### src/rtl/riscv_pkg.sv
// Shared RV32I definitions for the memory stage: funct3 access encodings,
// the bubble instruction and the memory-access state type.
package riscv_pkg;

  localparam logic [2:0] F3_LB  = 3'b000;
  localparam logic [2:0] F3_LH  = 3'b001;
  localparam logic [2:0] F3_LW  = 3'b010;
  localparam logic [2:0] F3_LBU = 3'b100;
  localparam logic [2:0] F3_LHU = 3'b101;

  localparam logic [31:0] NOP_INST = 32'h0000_0013;

  typedef enum logic {IDLE, WAIT_RESP} mem_state_t;

  typedef enum logic [1:0] {SZ_BYTE, SZ_HALF, SZ_WORD} acc_size_t;

  // Stores reuse the load encodings; anything unrecognised is a word access.
  function automatic acc_size_t acc_size(input logic [2:0] funct3);
    case (funct3)
      F3_LB, F3_LBU: acc_size = SZ_BYTE;
      F3_LH, F3_LHU: acc_size = SZ_HALF;
      F3_LW:         acc_size = SZ_WORD;
      default:       acc_size = SZ_WORD;
    endcase
  endfunction

endpackage

### src/rtl/mem_stage_if.sv
// Data-memory port: request channel with ready, response channel with rvalid.
interface mem_stage_if;
  logic        req;
  logic        we;
  logic [31:0] addr;
  logic [3:0]  wstrb;
  logic [31:0] wdata;
  logic        ready;
  logic        rvalid;
  logic [31:0] rdata;

  modport master (output req, we, addr, wstrb, wdata, input ready, rvalid, rdata);
  modport slave  (input req, we, addr, wstrb, wdata, output ready, rvalid, rdata);
endinterface

### src/rtl/mem_align.sv
// Byte-lane handling for the memory stage: load extraction, store lane
// replication, write strobes and misalignment detection.
module mem_align
  import riscv_pkg::*;
(
  input  logic [2:0]  funct3,
  input  logic [1:0]  offset,
  input  logic        is_store,
  input  logic [31:0] store_data,
  input  logic [31:0] rdata,
  output logic [31:0] wdata,
  output logic [3:0]  wstrb,
  output logic [31:0] load_data,
  output logic        misalign
);

  acc_size_t   size;
  logic [7:0]  ld_byte;
  logic [15:0] ld_half;

  assign size    = acc_size(funct3);
  assign ld_byte = rdata[{offset, 3'b000} +: 8];
  assign ld_half = offset[1] ? rdata[31:16] : rdata[15:0];

  // funct3[2] marks the unsigned load variants
  always_comb begin
    misalign  = 1'b0;
    wdata     = store_data;
    wstrb     = 4'b1111;
    load_data = rdata;
    case (size)
      SZ_BYTE: begin
        wdata     = {4{store_data[7:0]}};
        wstrb     = 4'b0001 << offset;
        load_data = funct3[2] ? {24'b0, ld_byte} : {{24{ld_byte[7]}}, ld_byte};
      end
      SZ_HALF: begin
        misalign  = offset[0];
        wdata     = {2{store_data[15:0]}};
        wstrb     = 4'b0011 << offset;
        load_data = funct3[2] ? {16'b0, ld_half} : {{16{ld_half[15]}}, ld_half};
      end
      default: misalign = |offset;
    endcase
    if (!is_store) wstrb = 4'b0000;
  end

endmodule

### src/rtl/mem_stage.sv
// RV32I memory-access stage: drives the data-memory port, stalls upstream
// while an access is outstanding and registers results for write-back.
module mem_stage
  import riscv_pkg::*;
#(
  parameter int          MEM_TIMEOUT = 255,
  parameter logic [31:0] NOP_INST    = riscv_pkg::NOP_INST
) (
  input  logic                clk,
  input  logic                rst,
  input  logic                ex_valid,
  input  logic [31:0]         ex_pc,
  input  logic [31:0]         ex_inst,
  input  logic                ex_wr_reg_en,
  input  logic [4:0]          ex_wr_reg_addr,
  input  logic [31:0]         ex_alu_result,
  input  logic                ex_mem_rd,
  input  logic                ex_mem_wr,
  input  logic [2:0]          ex_mem_funct3,
  input  logic [31:0]         ex_store_data,
  mem_stage_if.master         dmem,
  output logic                mem_stall,
  output logic                mem_misalign,
  output logic                mem_err,
  output logic [31:0]         wb_pc,
  output logic [31:0]         wb_inst,
  output logic                wb_wr_reg_en,
  output logic [4:0]          wb_wr_reg_addr,
  output logic [31:0]         wb_reg_wdata
);

  localparam logic [7:0] TMO_LIMIT = 8'(MEM_TIMEOUT);

  mem_state_t  state, state_nxt;
  logic [7:0]  tmo_cnt;
  logic        is_mem, misalign, mem_go, timed_out;
  logic        mem_done, abort, req_int, retire;
  logic [31:0] load_data;

  mem_align u_align (
    .funct3     (ex_mem_funct3),
    .offset     (ex_alu_result[1:0]),
    .is_store   (ex_mem_wr),
    .store_data (ex_store_data),
    .rdata      (dmem.rdata),
    .wdata      (dmem.wdata),
    .wstrb      (dmem.wstrb),
    .load_data  (load_data),
    .misalign   (misalign)
  );

  assign is_mem    = ex_valid & (ex_mem_rd | ex_mem_wr);
  assign mem_go    = is_mem & ~misalign;
  assign timed_out = (tmo_cnt == TMO_LIMIT);

  always_ff @(posedge clk or posedge rst) begin
    if (rst) begin
      state   <= IDLE;
      tmo_cnt <= 8'd0;
    end else begin
      state   <= state_nxt;
      tmo_cnt <= mem_stall ? tmo_cnt + 8'd1 : 8'd0;
    end
  end

  always_comb begin
    state_nxt = state;
    case (state)
      IDLE:      if (mem_go && ex_mem_rd && dmem.ready && !timed_out) state_nxt = WAIT_RESP;
      WAIT_RESP: if (mem_done || abort) state_nxt = IDLE;
      default:   state_nxt = IDLE;
    endcase
  end

  // A response arriving on the timeout cycle still completes the access.
  always_comb begin
    mem_done = 1'b0;
    abort    = 1'b0;
    req_int  = 1'b0;
    case (state)
      IDLE: begin
        req_int = mem_go;
        if (mem_go) begin
          if (ex_mem_wr && dmem.ready) mem_done = 1'b1;
          else if (timed_out)          abort    = 1'b1;
        end
      end
      WAIT_RESP: begin
        if (dmem.rvalid)    mem_done = 1'b1;
        else if (timed_out) abort    = 1'b1;
      end
      default: ;
    endcase
    mem_stall = (mem_go || state == WAIT_RESP) && !mem_done && !abort;
  end

  assign dmem.req  = req_int & ~rst;
  assign dmem.we   = ex_mem_wr;
  assign dmem.addr = {ex_alu_result[31:2], 2'b00};
  assign retire    = (ex_valid & ~is_mem) | mem_done;

  always_ff @(posedge clk or posedge rst) begin
    if (rst) begin
      wb_pc          <= 32'd0;
      wb_inst        <= NOP_INST;
      wb_wr_reg_en   <= 1'b0;
      wb_wr_reg_addr <= 5'd0;
      wb_reg_wdata   <= 32'd0;
      mem_misalign   <= 1'b0;
      mem_err        <= 1'b0;
    end else begin
      mem_misalign <= is_mem & misalign;
      mem_err      <= abort;
      if (retire) begin
        wb_pc          <= ex_pc;
        wb_inst        <= ex_inst;
        wb_wr_reg_en   <= ex_wr_reg_en & (ex_wr_reg_addr != 5'd0);
        wb_wr_reg_addr <= ex_wr_reg_addr;
        wb_reg_wdata   <= ex_mem_rd ? load_data : ex_alu_result;
      end else begin
        wb_wr_reg_en <= 1'b0;
        wb_inst      <= NOP_INST;
      end
    end
  end

endmodule
### src/flat_wrapper.sv
// flat-port wrapper written by rule: the top's interface ports become plain ports
module mem_stage_flat import riscv_pkg::*;
#(
  parameter int          MEM_TIMEOUT = 255,
  parameter logic [31:0] NOP_INST    = riscv_pkg::NOP_INST
)
  (clk, rst, ex_valid, ex_pc, ex_inst, ex_wr_reg_en, ex_wr_reg_addr, ex_alu_result, ex_mem_rd, ex_mem_wr, ex_mem_funct3, ex_store_data, mem_stall, mem_misalign, mem_err, wb_pc, wb_inst, wb_wr_reg_en, wb_wr_reg_addr, wb_reg_wdata, dmem_req, dmem_we, dmem_addr, dmem_wstrb, dmem_wdata, dmem_ready, dmem_rvalid, dmem_rdata);
  mem_stage_if dmem_i ();
  input  logic clk;
  input  logic rst;
  input  logic ex_valid;
  input  logic [31:0] ex_pc;
  input  logic [31:0] ex_inst;
  input  logic ex_wr_reg_en;
  input  logic [4:0] ex_wr_reg_addr;
  input  logic [31:0] ex_alu_result;
  input  logic ex_mem_rd;
  input  logic ex_mem_wr;
  input  logic [2:0] ex_mem_funct3;
  input  logic [31:0] ex_store_data;
  output logic mem_stall;
  output logic mem_misalign;
  output logic mem_err;
  output logic [31:0] wb_pc;
  output logic [31:0] wb_inst;
  output logic wb_wr_reg_en;
  output logic [4:0] wb_wr_reg_addr;
  output logic [31:0] wb_reg_wdata;
  output wire logic [$bits(dmem_i.req)-1:0] dmem_req;
  output wire logic [$bits(dmem_i.we)-1:0] dmem_we;
  output wire logic [$bits(dmem_i.addr)-1:0] dmem_addr;
  output wire logic [$bits(dmem_i.wstrb)-1:0] dmem_wstrb;
  output wire logic [$bits(dmem_i.wdata)-1:0] dmem_wdata;
  input wire logic [$bits(dmem_i.ready)-1:0] dmem_ready;
  input wire logic [$bits(dmem_i.rvalid)-1:0] dmem_rvalid;
  input wire logic [$bits(dmem_i.rdata)-1:0] dmem_rdata;
  assign dmem_req = dmem_i.req;
  assign dmem_we = dmem_i.we;
  assign dmem_addr = dmem_i.addr;
  assign dmem_wstrb = dmem_i.wstrb;
  assign dmem_wdata = dmem_i.wdata;
  assign dmem_i.ready = dmem_ready;
  assign dmem_i.rvalid = dmem_rvalid;
  assign dmem_i.rdata = dmem_rdata;
  mem_stage #(.MEM_TIMEOUT(MEM_TIMEOUT), .NOP_INST(NOP_INST)) u_core (.clk(clk), .rst(rst), .ex_valid(ex_valid), .ex_pc(ex_pc), .ex_inst(ex_inst), .ex_wr_reg_en(ex_wr_reg_en), .ex_wr_reg_addr(ex_wr_reg_addr), .ex_alu_result(ex_alu_result), .ex_mem_rd(ex_mem_rd), .ex_mem_wr(ex_mem_wr), .ex_mem_funct3(ex_mem_funct3), .ex_store_data(ex_store_data), .dmem(dmem_i), .mem_stall(mem_stall), .mem_misalign(mem_misalign), .mem_err(mem_err), .wb_pc(wb_pc), .wb_inst(wb_inst), .wb_wr_reg_en(wb_wr_reg_en), .wb_wr_reg_addr(wb_wr_reg_addr), .wb_reg_wdata(wb_reg_wdata));
endmodule
### config.mk
export PLATFORM = sky130hd
export DESIGN_NAME = mem_stage_flat
export DESIGN_NICKNAME = d
export VERILOG_FILES = /design/src/rtl/riscv_pkg.sv /design/src/rtl/mem_stage_if.sv /design/src/rtl/mem_align.sv /design/src/rtl/mem_stage.sv /design/src/flat_wrapper.sv
export SDC_FILE = /design/constraint.sdc
export NUM_CORES = 1
export LEC_CHECK = 0
export ABC_AREA = 0
export CELL_PAD_IN_SITES_DETAIL_PLACEMENT = 1
export CELL_PAD_IN_SITES_GLOBAL_PLACEMENT = 1
export CORE_MARGIN = 2
export CORE_UTILIZATION = 25
export CTS_CLUSTER_DIAMETER = 50
export DETAILED_ROUTE_END_ITERATION = 12
export HOLD_SLACK_MARGIN = 0.06
export PLACE_DENSITY_LB_ADDON = 0.1
export SLEW_MARGIN = 10
export SYNTH_ARGS = -nofsm -noshare
export SYNTH_HDL_FRONTEND = slang
export SYNTH_HIERARCHICAL = 1
export SYNTH_SLANG_ARGS = --single-unit
### constraint.sdc
create_clock -name clk -period 4.2 [get_ports clk]
set_input_delay 1.05 -clock clk [delete_from_list [all_inputs] [get_ports clk]]
set_output_delay 1.05 -clock clk [all_outputs]
set_load 0.05 [all_outputs]
Yosys cells after proc, flatten, opt, wreduce, memory -nomap -nowiden
Cells that the tools add are included.

Word-level logic and storage cells: 73. Register bits: 113. Output and inout port bits: 175. Input bits: 176.

Add/sub/neg operators: 1. Shift operators: 3. Bitwise gates (word level): 12. Eq/ne operators: 5. Reduce and logical (&&, ||, !) cells: 17. Muxes and demuxes: 26.

Operators by type and width (number): $mux W32 (4); $pmux W32 S2 (2); $shiftx A32 B6 Y8 (1); $mux W16 (1); $mux W1 (11); $add A8 B1 Y8 const B (1); $eq A8 B8 Y1 const B (1); $mux W8 (1); $pmux W1 S2 (4); $pmux W4 S2 (1); $and A1 B1 Y1 (6); $eq A3 B3 Y1 const B (2); $logic_and A1 B1 Y1 (6); $reduce_or A2 Y1 (3); $reduce_bool A5 Y1 (1); $mux W4 (1); $not A1 Y1 (4); $pmux W2 S2 (1); $shl A1 B2 Y4 const A (1); $shl A2 B2 Y4 const A (1); $eq A3 B1 Y1 const B (1); $logic_not A1 Y1 (3); $logic_not A3 Y1 (1); $eq A2 B1 Y1 const B (1); other kinds (3) (5).

Longest topological paths before layout
Depth in word-level cells: 13. Depth in mapped cells: 9. Gate-level depth less buffers: 6.

By module
Netlist, hierarchy kept.

Modules (own cells, without submodules): mem_stage (cells an instance 345, area each 4853.4 µm², times used 1); mem_align (cells an instance 198, area each 1231.2 µm², times used 1).

Worst setup path before layout
No wires, ideal clock.

Path kind: in2out. From: input port ex_mem_funct3[1]. To: output port dmem_req. Cell stages on the path: 6. Arrival: 3.176 ns. Slack: -0.026 ns. Path through: buf_2 > nor2_1 > buf_2 > nor2_1 > nor3b_2 > nor3b_1.

Cells in the longest elaborated chain, start to end: 9. Elaborated cells on any way between the ends: 14. Those cells by class: 4 x eq/ne; 3 x mux; 3 x bitwise; 4 x reduce/logical.

RTL lines: start: declaration (RTL line flat_wrapper.sv:19) `input logic [2:0] ex_mem_funct3;`; $eq A3 B1 Y1, or another cell as far along (RTL line riscv_pkg.sv:19) `case (funct3)`; $reduce_or A2 Y1 (RTL line riscv_pkg.sv:19); $pmux W2 S2 * (RTL line riscv_pkg.sv:19); $eq A2 B1 Y1 or $logic_not A2 Y1 (tied branches) (RTL line mem_align.sv:31) `case (size)`; $pmux W1 S2 * (RTL line mem_align.sv:31); via u_core.misalign (RTL line mem_stage.sv:36) `logic is_mem, misalign, mem_go, timed_out;`; $not A1 Y1 * (RTL line mem_stage.sv:53) `assign mem_go = is_mem & ~misalign;`; $and A1 B1 Y1 * (RTL line mem_stage.sv:53); $mux W1 * (RTL line mem_stage.sv:80) `case (state)`; $and A1 B1 Y1 * (RTL line mem_stage.sv:97) `assign dmem.req = req_int & ~rst;`; end: declaration (RTL line flat_wrapper.sv:29) `output wire logic [$bits(dmem_i.req)-1:0] dmem_req;`.

Mark *: on every way through the listed nets, which the timed path passes. The rest lies on a longest branch.

Worst setup path after layout
From: input port ex_alu_result[1]. To: output port mem_stall.

Cells in the longest elaborated chain, start to end: 9. Elaborated cells on any way between the ends: 13. Those cells by class: 5 x mux; 2 x bitwise; 6 x reduce/logical.

RTL lines: start: declaration (RTL line flat_wrapper.sv:16) `input logic [31:0] ex_alu_result;`; $reduce_or A2 Y1 * (RTL line mem_align.sv:43) `default: misalign = |offset;`; $pmux W1 S2 * (RTL line mem_align.sv:31); via u_core.misalign (RTL line mem_stage.sv:36); $not A1 Y1 * (RTL line mem_stage.sv:53); $and A1 B1 Y1 * (RTL line mem_stage.sv:53); $mux W1 (RTL line mem_stage.sv:83) `if (mem_go) begin`; $pmux W1 S2 (RTL line mem_stage.sv:80); $logic_not A1 Y1 (RTL line mem_stage.sv:94) `mem_stall = (mem_go || state == WAIT_RESP) && !mem_done && !abort;`; $logic_and A1 B1 Y1 (RTL line mem_stage.sv:94); $logic_and A1 B1 Y1 * (RTL line mem_stage.sv:94); end: declaration (RTL line flat_wrapper.sv:21) `output logic mem_stall;`.

Marks and branches as above.

==> impl_results.md <==
- # fillers: 2629
- Post-synth EDFFs: 0
- Largest net degree at the start of global routing: 59
- LEAKAGE: 0.00430 µW
- Max cap viols: 0
- Peak supply drop: 228 µV
- Most frequent cells in the layout: 324 x clkdlybuf4s50_1, 110 x dfrtp_1, 70 x mux2_2
- RSZ-0062 raised after global routing: no
- Critical path arrival: 2720 ps
- Hpwl dp: 18.1 mm
- Vias/cell: 4.44
- Worst Setup Path Type: primary input to output pin
- Detail Route Antenna Nets: 0
- Initial Util: 0.252
- Post-CTS Setup Inserts: 0
- Synth cell types: 50
- Req. time, crit path: 3150 ps
- H-tree depth: 4
- TritonRoute pass-1 iters: 4
- Core Box Area: 0.0241 mm²
- Die Y: 160 µm
- Hold violation count in the final report: 0
- GR Overflow Total: 0
- Clock Skews: 5.33 ps
- CTS root buf: clkbuf_16
- Post-Synthesis Cells: 543
- Final wirelength: 23.4 mm
- CTS-repair resized insts: 0
- Synth Cell Area: 0.00608 mm²
- DRT iter0 DRCs: 146
- Worst skew pair latency: 410 ps
- Pwr per Cell Area: 471 mW/mm²
- Mapped Avg Cell Area: 11.2 µm²
- First-pass GRT wire length: 36.5 mm
- Top-level I/O count: 351
- Worst slew pin tran: 764 ps
- Avg WL per Cell: 19.6 µm
- Yosys reg bits: 113
- Max clock buf depth: 2
- Multi-input logic area: 0.00274 mm²
- DRC viols: 0
- DIE WIDTH: 160 µm
- TritonCTS clock tree: done
- Nets: 1029
- Ys async rst share: 1.00
- PortBufs: 348
- Peak Freq: 0.265 GHz
- Reg area: 0.00283 mm²
- CP endpoint kind: output pin
- Cts-stage hold buffer count: 0
- Final Cycle Share: 0.898
- Fin crit period: 3770 ps
- Final GP Congestion: 0.836
- Final Slew Violations: 0
- Startpoint types: primary input
- Status: finished, final reports clean
- Fin cells: 1191
- Relative slew slack: 0.491
- Num CTS Buffers: 17
- P&R area growth vs syn: 70.3%
- Layout cell share with drive strength beyond 1: 0.195
- Predominant post-synthesis flop cell: dfrtp_1
- HP Class: register to register
- Setup_tns: 0 ps
- Sequential area share after synthesis: 0.465
- Clock-pin slew on the worst setup and hold paths: 60 ps
- Most common cell after layout, fill and taps aside: clkdlybuf4s50_1
- Clock sink count: 113
- Via count: 5290
- Initial antenna violation count: 2
- Total track usage: 0.187
- Die area: 0.0256 mm²
- Placed Cells: 1157
- Vias in the first global route: 6094
- Crit-path max FO: 4
- Yosys warns: 6
- Row Count: 57
- Final setup fails: 0
power breakdown:
| group | total (µW) | switching, µW | internal (µW) |
|---|---|---|---|
| Clock | 1520 | 574 | 943 |
| Combinational | 1990 | 1230 | 755 |
| Sequential | 1380 | 97.9 | 1280 |
Yosys cell counts (2+ instances only):
cell type | count | area (µm²)
clkbuf_1 | 10 | 37.5
nand3_1 | 5 | 25.0
a21oi_1 | 12 | 60.1
nand2_2 | 10 | 62.6
buf_4 | 43 | 323
buf_1 | 2 | 7.51
inv_1 | 5 | 18.8
nor3b_1 | 2 | 15.0
o21ai_0 | 27 | 135
nand2b_1 | 2 | 12.5
buf_2 | 13 | 65.1
nor2_1 | 12 | 45.0
nand2_1 | 59 | 221
o21ai_1 | 2 | 10.0
and2_1 | 2 | 12.5
xor2_1 | 2 | 17.5
dfrtp_1 | 110 | 2750
and4_1 | 2 | 17.5
a21boi_0 | 2 | 15.0
a211oi_1 | 5 | 37.5
dfstp_2 | 3 | 78.8
buf_6 | 6 | 67.6
mux2i_2 | 2 | 27.5
mux2i_1 | 18 | 180
nand3b_1 | 2 | 15.0
mux2_2 | 70 | 788
o21a_1 | 3 | 22.5
mux2_1 | 47 | 529
or3_1 | 2 | 12.5
or2_2 | 4 | 25.0
nor2b_1 | 40 | 250
worst max-delay path, cell delays in order:
cell,delay [ps]
clkdlybuf4s50_1,460
a21oi_1,150
nor2_1,90
nor3b_2,360
o21ai_1,150
a21oi_1,290
buf_12,180
cell type report:
type / instances / area share
sequential: 113 / 0.273
timing repair buffer: 364 / 0.362
clock inverter: 14 / 0.0173
antenna: 2 / 0.000483
inverter: 5 / 0.00205
tap: 324 / 0.0391
clock buffer: 18 / 0.0414
multi-input combinational: 351 / 0.264
registers in the layout (all words and copies together), names as in the netlist:
register               count
u_core/state               1
u_core/wb_inst            32
u_core/mem_misalign        1
u_core/tmo_cnt             8
u_core/wb_pc              32
u_core/wb_wr_reg_addr      5
u_core/wb_reg_wdata       32
u_core/wb_wr_reg_en        1
u_core/mem_err             1
path summary, 6_finish.rpt:
path	startpoint	endpoint	slack, ps	depth (start not counted)
worst max register to register	u_core/state$_DFF_PP0_	u_core/wb_reg_wdata[21]$_DFFE_PP0N_	2120	4
max in group asynchronous	rst	u_core/wb_reg_wdata[9]$_DFFE_PP0N_	2250	3
worst max-delay path	ex_alu_result[1]	mem_stall	430	7
worst min-delay path	u_core/wb_reg_wdata[25]$_DFFE_PP0N_	u_core/wb_reg_wdata[25]$_DFFE_PP0N_	490	1
worst min register to register	u_core/wb_reg_wdata[25]$_DFFE_PP0N_	u_core/wb_reg_wdata[25]$_DFFE_PP0N_	490	1
min in group asynchronous	rst	u_core/mem_err$_DFF_PP0_	1200	2
cell families after synthesis:
| family | Yosys count | synth area share |
|---|---|---|
| AOI/OAI and AO/OA | 60 | 0.0619 |
| xor gates and xnor gates | 3 | 0.00432 |
| adders and majority gates | 1 | 0.00206 |
| buffers and inverters | 80 | 0.0878 |
| DFF | 113 | 0.465 |
| muxes | 137 | 0.251 |
| other | 1 | 0.000616 |
| and+or+nand+nor | 148 | 0.127 |
per-layer routing:
layer,vias to the layer above,share of wire,track usage
li1,2439,-,-
met1,2618,0.39,0.213
met2,210,0.52,0.334
met3,23,0.068,0.0590
met4,0,0.015,0.0565
met5,-,0,0
stage by stage:
stage	total power (µW)	hold slack, ps	utilization	instance area (µm²)	setup WS, ps
after floorplan	2600	493	-	6090	97.6
after global placement	3380	474	0.404	9750	415
after detailed placement	3400	484	0.404	9750	419
after CTS	4970	497	0.430	10400	408
after global routing	5110	510	0.430	10400	304
final	4880	491	0.430	10400	429
Power figures use the tool's default switching activity.
